### src/rtl/seat_table.sv
// seat_table: per-seat student ID / time stamp / state table with a request-response port and background expiry sweep.
// Build option: define SEAT_DUP_CHECK_EN to add the cross-seat duplicate-student check on WRITE.
module seat_table #(
  parameter int NUM_SEATS = 32,
  parameter int ID_W      = 32,
  parameter int TIME_W    = 11,
  localparam int SEAT_W   = $clog2(NUM_SEATS)
) (
  input  logic              clk_mem,
  input  logic              rst_mem,
  input  logic [TIME_W-1:0] cur_time,
  input  logic [TIME_W-1:0] limit_time,
  input  logic              req_valid,
  output logic              req_ready,
  input  logic [1:0]        req_op,
  input  logic [SEAT_W-1:0] req_seat,
  input  logic [ID_W-1:0]   req_student,
  input  logic [1:0]        req_state,
  output logic              rsp_valid,
  input  logic              rsp_ready,
  output logic [2:0]        rsp_status,
  output logic [1:0]        rsp_state,
  output logic [ID_W-1:0]   rsp_student,
  output logic [TIME_W-1:0] rsp_elapsed,
  output logic [SEAT_W:0]   free_count,
  output logic              expire_pulse,
  output logic [SEAT_W-1:0] expire_seat
);

  localparam int CNT_W = SEAT_W + 1;

  localparam logic [1:0] ST_FREE   = 2'd0;
  localparam logic [1:0] ST_AWAY   = 2'd1;
  localparam logic [1:0] ST_SEATED = 2'd3;

  localparam logic [1:0] OP_WRITE   = 2'd0;
  localparam logic [1:0] OP_RELEASE = 2'd1;
  localparam logic [1:0] OP_QUERY   = 2'd2;
  localparam logic [1:0] OP_BAD     = 2'd3;

  localparam logic [2:0] RS_OK        = 3'd0;
  localparam logic [2:0] RS_BAD_SEAT  = 3'd1;
  localparam logic [2:0] RS_OCCUPIED  = 3'd2;
  localparam logic [2:0] RS_DUPLICATE = 3'd3;
  localparam logic [2:0] RS_BAD_OP    = 3'd4;

  typedef enum logic [1:0] {FSM_IDLE, FSM_EXEC, FSM_RESP} fsm_e;

  fsm_e fsm_q, fsm_d;

  logic [1:0]        seat_st_q    [NUM_SEATS];
  logic [ID_W-1:0]   seat_id_q    [NUM_SEATS];
  logic [TIME_W-1:0] seat_stamp_q [NUM_SEATS];
  logic [SEAT_W-1:0] ptr_q;

  logic [1:0]        op_q;
  logic [SEAT_W-1:0] seat_q;
  logic [ID_W-1:0]   student_q;
  logic [1:0]        new_st_q;

  logic              in_range;
  logic [SEAT_W-1:0] seat_idx;
  logic [1:0]        cur_st;
  logic [ID_W-1:0]   cur_id;
  logic [TIME_W-1:0] cur_elapsed;
  logic              dup_hit;

  logic              tbl_write, tbl_release, exec_touch;
  logic [2:0]        ex_status;
  logic [1:0]        ex_state;
  logic [ID_W-1:0]   ex_student;
  logic [TIME_W-1:0] ex_elapsed;

  logic [TIME_W-1:0] sweep_elapsed;
  logic              sweep_free;
  logic              free_dec, free_inc_exec;

  always_ff @(posedge clk_mem or posedge rst_mem) begin
    if (rst_mem) fsm_q <= FSM_IDLE;
    else         fsm_q <= fsm_d;
  end

  always_comb begin
    fsm_d     = fsm_q;
    req_ready = 1'b0;
    rsp_valid = 1'b0;
    case (fsm_q)
      FSM_IDLE: begin
        req_ready = 1'b1;
        if (req_valid) fsm_d = FSM_EXEC;
      end
      FSM_EXEC: fsm_d = FSM_RESP;
      FSM_RESP: begin
        rsp_valid = 1'b1;
        if (rsp_ready) fsm_d = FSM_IDLE;
      end
      default: fsm_d = FSM_IDLE;
    endcase
  end

  always_ff @(posedge clk_mem or posedge rst_mem) begin
    if (rst_mem) begin
      op_q      <= '0;
      seat_q    <= '0;
      student_q <= '0;
      new_st_q  <= '0;
    end else if (fsm_q == FSM_IDLE && req_valid) begin
      op_q      <= req_op;
      seat_q    <= req_seat;
      student_q <= req_student;
      new_st_q  <= req_state;
    end
  end

  // Out-of-range seats are redirected to seat 0 so the table read stays in bounds.
  assign in_range    = (int'(seat_q) < NUM_SEATS);
  assign seat_idx    = in_range ? seat_q : '0;
  assign cur_st      = seat_st_q[seat_idx];
  assign cur_id      = seat_id_q[seat_idx];
  assign cur_elapsed = cur_time - seat_stamp_q[seat_idx];

`ifdef SEAT_DUP_CHECK_EN
  localparam logic [1:0] ST_RESERVED = 2'd2;
  logic dup_any;

  always_comb begin
    dup_any = 1'b0;
    for (int i = 0; i < NUM_SEATS; i++) begin
      if (SEAT_W'(i) != seat_idx && seat_st_q[i] != ST_FREE && seat_id_q[i] == student_q)
        dup_any = 1'b1;
    end
  end

  assign dup_hit = dup_any && (new_st_q == ST_SEATED || new_st_q == ST_RESERVED);
`else
  assign dup_hit = 1'b0;
`endif

  always_comb begin
    tbl_write   = 1'b0;
    tbl_release = 1'b0;
    exec_touch  = 1'b0;
    ex_status   = RS_OK;
    ex_state    = cur_st;
    ex_student  = cur_id;
    ex_elapsed  = cur_elapsed;
    if (op_q == OP_BAD) begin
      ex_status  = RS_BAD_OP;
      ex_state   = '0;
      ex_student = '0;
      ex_elapsed = '0;
    end else if (!in_range) begin
      ex_status  = RS_BAD_SEAT;
      ex_state   = '0;
      ex_student = '0;
      ex_elapsed = '0;
    end else begin
      exec_touch = (fsm_q == FSM_EXEC) && (seat_idx == ptr_q);
      case (op_q)
        OP_WRITE: begin
          if (cur_st == ST_SEATED && new_st_q == ST_SEATED && cur_id != student_q) begin
            ex_status = RS_OCCUPIED;
          end else if (dup_hit) begin
            ex_status = RS_DUPLICATE;
          end else begin
            tbl_write  = (fsm_q == FSM_EXEC);
            ex_state   = new_st_q;
            ex_student = student_q;
            ex_elapsed = '0;
          end
        end
        OP_RELEASE: begin
          tbl_release = (fsm_q == FSM_EXEC);
          ex_state    = ST_FREE;
        end
        OP_QUERY: ;
        default: ;
      endcase
    end
  end

  // A request being executed on the swept seat takes precedence over the expiry.
  assign sweep_elapsed = cur_time - seat_stamp_q[ptr_q];
  assign sweep_free    = (seat_st_q[ptr_q] == ST_AWAY) && (sweep_elapsed > limit_time) && !exec_touch;

  assign free_dec      = tbl_write && cur_st == ST_FREE && new_st_q != ST_FREE;
  assign free_inc_exec = (tbl_write && cur_st != ST_FREE && new_st_q == ST_FREE) ||
                         (tbl_release && cur_st != ST_FREE);

  always_ff @(posedge clk_mem or posedge rst_mem) begin
    if (rst_mem) begin
      for (int i = 0; i < NUM_SEATS; i++) begin
        seat_st_q[i]    <= ST_FREE;
        seat_id_q[i]    <= '0;
        seat_stamp_q[i] <= '0;
      end
    end else begin
      if (sweep_free) seat_st_q[ptr_q] <= ST_FREE;
      if (tbl_write) begin
        seat_st_q[seat_idx]    <= new_st_q;
        seat_id_q[seat_idx]    <= student_q;
        seat_stamp_q[seat_idx] <= cur_time;
      end
      if (tbl_release) seat_st_q[seat_idx] <= ST_FREE;
    end
  end

  always_ff @(posedge clk_mem or posedge rst_mem) begin
    if (rst_mem) begin
      ptr_q        <= '0;
      expire_pulse <= 1'b0;
      expire_seat  <= '0;
      free_count   <= CNT_W'(NUM_SEATS);
    end else begin
      ptr_q        <= (int'(ptr_q) == NUM_SEATS - 1) ? '0 : ptr_q + 1'b1;
      expire_pulse <= sweep_free;
      if (sweep_free) expire_seat <= ptr_q;
      free_count   <= free_count + CNT_W'(free_inc_exec) + CNT_W'(sweep_free) - CNT_W'(free_dec);
    end
  end

  always_ff @(posedge clk_mem or posedge rst_mem) begin
    if (rst_mem) begin
      rsp_status  <= '0;
      rsp_state   <= '0;
      rsp_student <= '0;
      rsp_elapsed <= '0;
    end else if (fsm_q == FSM_EXEC) begin
      rsp_status  <= ex_status;
      rsp_state   <= ex_state;
      rsp_student <= ex_student;
      rsp_elapsed <= ex_elapsed;
    end
  end

endmodule
### config.mk
export PLATFORM = sky130hd
export DESIGN_NAME = seat_table
export DESIGN_NICKNAME = d
export VERILOG_FILES = /design/src/rtl/seat_table.sv
export SDC_FILE = /design/constraint.sdc
export NUM_CORES = 2
export LEC_CHECK = 0
export BUFFER_PORTS_ARGS = -buffer_cell sky130_fd_sc_hd__buf_2
export CORE_UTILIZATION = 45
export CTS_CLUSTER_SIZE = 20
export DETAILED_ROUTE_END_ITERATION = 10
export PLACE_DENSITY_LB_ADDON = 0.08
export SYNTH_ARGS = -nofsm -noshare
export SYNTH_HDL_FRONTEND = slang
export SYNTH_SLANG_ARGS = --single-unit
### constraint.sdc
create_clock -name clk_mem -period 124 [get_ports clk_mem]
set_clock_uncertainty 0.1 [all_clocks]
set_input_delay 37.2 -clock clk_mem [delete_from_list [all_inputs] [get_ports clk_mem]]
set_output_delay 37.2 -clock clk_mem [all_outputs]
set_load 0.05 [all_outputs]
Word-level counts from Yosys, hierarchy flattened. Cells that the tools add are included.

Add/sub/neg operators: 6. Magnitude comparators: 5. Equality and inequality tests: 12. Muxes and demuxes: 53. Bitwise logic cells: 6. Reductions and logical operators: 22.

Operators with widths (number): 1024-bit bitwise mux (1); 352-bit bitwise mux (1); 32-bit 2-to-1 mux (6); 64-bit 2-to-1 mux (3); 32-bit binary-select mux with 5-bit select (1); 32-bit demux with 5-bit select (1); 64-bit bitwise AND (2); 64-bit inverter (2); 11-bit binary-select mux with 5-bit select (2); 11-bit 2-to-1 mux (8); 64-bit bitwise mux (1); 11-bit demux with 5-bit select (1); 32-bit inequality test (1); 2-bit 2-to-1 mux (12); 11-bit subtractor (2); 2-bit binary-select mux with 5-bit select (2); 2-bit demux with 5-bit select (2); 1-bit logical AND (13); 6-bit by 1-bit adder with 6-bit output (2); 6-bit greater-or-equal comparator (second input constant) (2); 6-bit by 1-bit < comparator with 1-bit output (second input constant) (2); 5-bit inverter with 6-bit output (2); 11-bit greater-than comparator (1); 2-bit equality test (second input constant) (4); other kinds (16) (30).

Flip-flop bits (word level): 1548. Bits of input ports: 67. Output and inout bits: 62. Word-level logic and storage cells: 213.

Depth between registers and ports, before layout.
Depth after elaboration: 16. Gate-level depth with buffers: 39. Gate-level depth less buffers: 34.

Least setup slack after synthesis. Ideal clock, no wire load.

Path type: input to register. Start: in cur_time[0]. End: reg free_count[4]. Library setup time: 0.080 ns. Data arrival time: 41.991 ns. Required time: 123.820 ns. Path slack: 81.829 ns. Cell stages on the path: 32. Path buffers: 2. Path through: clkbuf_1 > inv_1 > ha_1 > inv_1 > fa_1 > a21o_1 > a21oi_1 > o21ai_0 > a21oi_1 > nor2b_1 > o21a_1 > o21ai_0 > nand2b_1 > a21oi_1 > xnor2_1 > ha_1 > nand4_1 > nor2_1 > nand4_1 > o21ai_0 > a21oi_1 > nand4_1 > a21oi_1 > buf_1 > inv_1 > ha_1 > fa_1 > inv_1 > fa_1 > a21o_1 > a21oi_1 > xnor2_1.

Cells in the longest elaborated chain, start to end: 6.

RTL lines: start: declaration (line 11) `input logic [TIME_W-1:0] cur_time,`; 11-bit subtractor (line 183) `assign sweep_elapsed = cur_time - seat_stamp_q[ptr_q];`; 11-bit greater-than comparator (line 184) `assign sweep_free = (seat_st_q[ptr_q] == ST_AWAY) && (sweep_elapsed > limit_time) && !exec_touch;`; 1-bit logical AND (2 in a row) (line 184); named net sweep_free (line 75) `logic sweep_free;`; 6-bit by 1-bit adder with 6-bit output (line 218) `free_count <= free_count + CNT_W'(free_inc_exec) + CNT_W'(sweep_free) - CNT_W'(free_dec);`; 6-bit by 1-bit subtractor with 6-bit output (line 218); end signal: assignment (line 213) `free_count <= CNT_W'(NUM_SEATS);`; end signal: assignment (line 218); end: declaration (line 25) `output logic [SEAT_W:0] free_count,`.

The timed path passes the listed nets, and every way through them passes these cells. A chain may end at the register's enable or synchronous reset.

Final worst setup path.
Start: in cur_time[0]. End: reg free_count[4].

Cells in the longest elaborated chain, start to end: 6.

RTL lines (line): 11-bit subtractor (183); 11-bit greater-than comparator (184); 1-bit logical AND (2 in a row) (184); 6-bit by 1-bit adder with 6-bit output (218); 6-bit by 1-bit subtractor with 6-bit output (218).

Every way passes these cells.

==> key figures <==
Yosys
  – Post-synthesis sequential area ratio: 0.515
  – Mapped Nets: 5442
  – Distinct cells, synth: 63
  – Ys Warns: 0
  – Avg Cell Area, Syn: about 14 sq um
  – Number of flops mapped to enable cells by yosys: 0
  – Synthesized flop and latch total: between 1500 and 2000
  – Mapped Area: between 70000 and 80000 sq um
  – Ys flop type: dfrtp_1
  – Cells after Synth: about 5300
  – FFs w/ async S/R, synth: 1.00

Power and ir drop
  – Int Pwr: 1210 uW
  – Sw power: around 670 uW
  – Clock network fraction of design power: 0.269
  – PwrDens: 22.7 nW/um^2
  – Reg power frac: 0.406
  – Gate power share: 0.326
  – VDD IR-drop max: 0.0000166 V
  – Leak pwr: between 0.03 and 0.04 uW
  – Sw frac: 0.357

Worst setup path
  – Internal reg-to-reg setup slack: ~110 ns
  – Startpoint Class: input pin
  – Worst R2R Path Depth: 15
  – Critical Path RT: 124.63 ns
  – Reg-to-Reg End: seat_id_q[685]
  – Crit. End Element: flip-flop
  – CP arrival: roughly 43 ns
  – Crit Path Class: in2reg
  – Critical path's slowest cell: fa_1
  – Worst r2r src: seat_idx[1]
  – Worst Path Max Fanout: 33
  – CP peak stage delay: roughly 0.43 ns
  – Most used cell, CP: a21oi_1

Die
  – Starting Density: 0.454
  – # IOs: between 100 and 150
  – Row cnt: ~150
  – Placeable Area: approximately 170000 sq um
  – Height of the die: about 410 um
  – Die width: around 410 um
  – DIE AREA: around 170000 sq um

Timing
  – Sum of negative setup slack: 0 ns
  – FMAX: approximately 24 MHz
  – Final hold viol count: 0
  – Minimum clock period: approximately 42 ns
  – Setup violations, final: 0
  – Pins Over Slew Limit: 0
  – Worst-margin pin slew: between 1 and 1.5 ns
  – Rel. slew slack: 0.209
  – Crit share post-route: 0.339
  – RSZ-0062 raised after global routing: false

Clock tree
  – Post-CTS Hold Buffers: 0
  – # Post-CTS Setup Buffers: 0
  – CTS buffer count: between 150 and 200
  – CTS root buf: clkbuf_16
  – CTS sink cnt: 1547
  – Reg clk slew, reported paths: 0.06 ns
  – Bufs on Longest Clock Path: 3
  – CTS tree: built
  – Clk_lat worst skew: 0.81 ns
  – # H-tree levels: 4
  – Post_cts resized: 0

Final layout
  – Most frequent cells in the layout: dfrtp_1, mux2_2, mux2i_1
  – Fraction of layout cells with a size suffix above 1: 0.388
  – Syn-to-layout area delta: 10.5%
  – Ant. Diodes: 0
  – Filler cells: approximately 14000
  – Commonest non-fill, non-tap cell in the layout: dfrtp_1
  – Layout Cells excl Fill: roughly 7600
  – Final #Nets: approximately 5400

Global routing
  – Largest net degree at the start of global routing: 163
  – Gr usage total: 0.297
  – First-pass GRT wire length: ~360000 um
  – Initial antenna violation count: 6
  – GR Overflow Total: 0
  – Vias in the first global route: roughly 48000

Route
  – Vias after detailed routing: approximately 47000
  – Wire per inst: 32.9 um
  – Via density: approximately 6.2
  – Drt pass-1 iters: 11
  – Antenna-violating nets left: 0
  – DR DRC count: 8
  – DRT iter0 DRCs: roughly 4200
  – Total Wirelength: roughly 250000 um

Run
  – Max_cap viols: 0

Min path
  – Worst hold endpoint: seat_id_q[88]
  – Hold Path Depth: 1
  – Worst hold-check path type: reg2reg
  – Worst Hold Launch: seat_id_q[88]

Placed design
  – Gpl congestion: 0.836
  – Detail Placement HPWL: around 140000 um
  – Cells after DPL: about 7300
  – # port buffers: ~130

Outcome
  – Failing checks: design-rule violations
  – Status: finished with violations
-- kinds of logic (layout without fill, tap and decap cells) --
logic type / after synthesis / in the layout / synth area share
muxes: 2206 / 2206 / 0.352
xor gates and xnor gates: 61 / 61 / 0.00711
buffers and inverters: 571 / 635 / 0.0355
DFF: 1547 / 1547 / 0.515
AOI/OAI and AO/OA: 532 / 532 / 0.0494
and+or+nand+nor: 367 / 367 / 0.0324
other: 1 / 1 / 0.0000499
adders and majority gates: 45 / 45 / 0.00790
-- registers in the layout, indices dropped and copies added (netlist names) --
register      flops
seat_id_q      1024
op_q              2
expire_seat       5
seat_idx          5
rsp_status        2
fsm_q             2
student_q        32
new_st_q          2
rsp_elapsed      11
ptr_q             5
seat_st_q        64
free_count        6
seat_stamp_q    352
rsp_student      32
expire_pulse      1
rsp_state         2
-- final cells by class --
type                            instances  area [sq um]  share of cell area
Clock buffer                          274          5200              0.0627
Inverter                               36           143             0.00172
Tap cell                             2189          2740              0.0330
Timing Repair Buffer                  296          1970              0.0237
Sequential cell                      1547         38700               0.466
Multi-Input combinational cell       3212         33900               0.409
Clock inverter                         29           310             0.00374
-- worst max-delay path: cells and delay by family --
| family | cells | cell delay, ns |
|---|---|---|
| compound gates | 12 | 2.05 |
| fa+ha+maj | 6 | 1.76 |
| buf+inv | 6 | 0.88 |
| simple gates | 6 | 0.44 |
| xor+xnor | 2 | 0.27 |
-- Yosys cell counts, types with 12 or more instances --
cell type	n	area share
o22ai_1	264	0.022
nor2_1	19	0.00095
mux2_2	1271	0.19
a22o_1	22	0.0026
buf_1	99	0.0049
nor4_1	68	0.0057
dfrtp_1	1546	0.52
a22oi_1	74	0.0074
buf_2	184	0.012
a21oi_1	16	0.0011
xnor2_1	50	0.0058
and2_1	38	0.0032
buf_6	16	0.0024
mux2_1	149	0.022
and3_1	12	0.0010
buf_4	46	0.0046
inv_1	35	0.0017
o21ai_0	20	0.0013
mux2i_1	578	0.077
nand4_1	19	0.0016
clkbuf_1	190	0.0095
nand2_1	112	0.0056
mux4_2	208	0.062
o211ai_1	56	0.0056
nor3_4	24	0.0052
a221o_1	32	0.0043
ha_1	41	0.0068
-- power groups by stage --
stage	logic, uW	clock network [uW]	registers [uW]
finish	615	507	765
global route	650	536	784
CTS	614	516	762
detailed placement	613	0	770
global placement	606	0	765
floorplan	439	0	752
-- worst max-delay path by stage --
| stage | slack (ns) | to | depth (start not counted) | start |
|---|---|---|---|---|
| 3_5_place_dp | 81.22 | free_count[4] | 32 | cur_time[0] |
| 3_3_place_gp | 81.21 | free_count[4] | 32 | cur_time[0] |
| 2_1_floorplan | 43.06 | expire_pulse | 1 | rst_mem |
| 6_report | 81.96 | free_count[4] | 32 | cur_time[0] |
| 5_1_grt | 81.43 | free_count[4] | 32 | cur_time[0] |
| 4_1_cts | 82.04 | free_count[4] | 32 | cur_time[0] |
-- stage by stage --
stage | cell area, sq um | hold WS, ns | worst slack [ns] | util | power (uW)
floorplan | 75100 | 0.357 | 43.06 | - | 1190
global placement | 77500 | 0.364 | 81.21 | 0.469 | 1370
detailed placement | 77500 | 0.374 | 81.22 | 0.469 | 1380
CTS | 83000 | 0.386 | 82.04 | 0.502 | 1890
global route | 83000 | 0.393 | 81.43 | 0.502 | 1970
finish | 83000 | 0.381 | 81.96 | 0.502 | 1890
-- per-layer routing --
| metal | vias up | track usage | wire, um | share of wire |
|---|---|---|---|---|
| met3 | 387 | 0.0416 | 12300 | 0.049 |
| met2 | 1357 | 0.464 | 116000 | 0.47 |
| met1 | 25746 | 0.429 | 113000 | 0.45 |
| li1 | 19737 | - | - | - |
| met4 | 4 | 0.0923 | 7750 | 0.031 |
| met5 | - | 0 | 32 | 0.00013 |
Note: power is estimated with default switching activity, not from simulation.
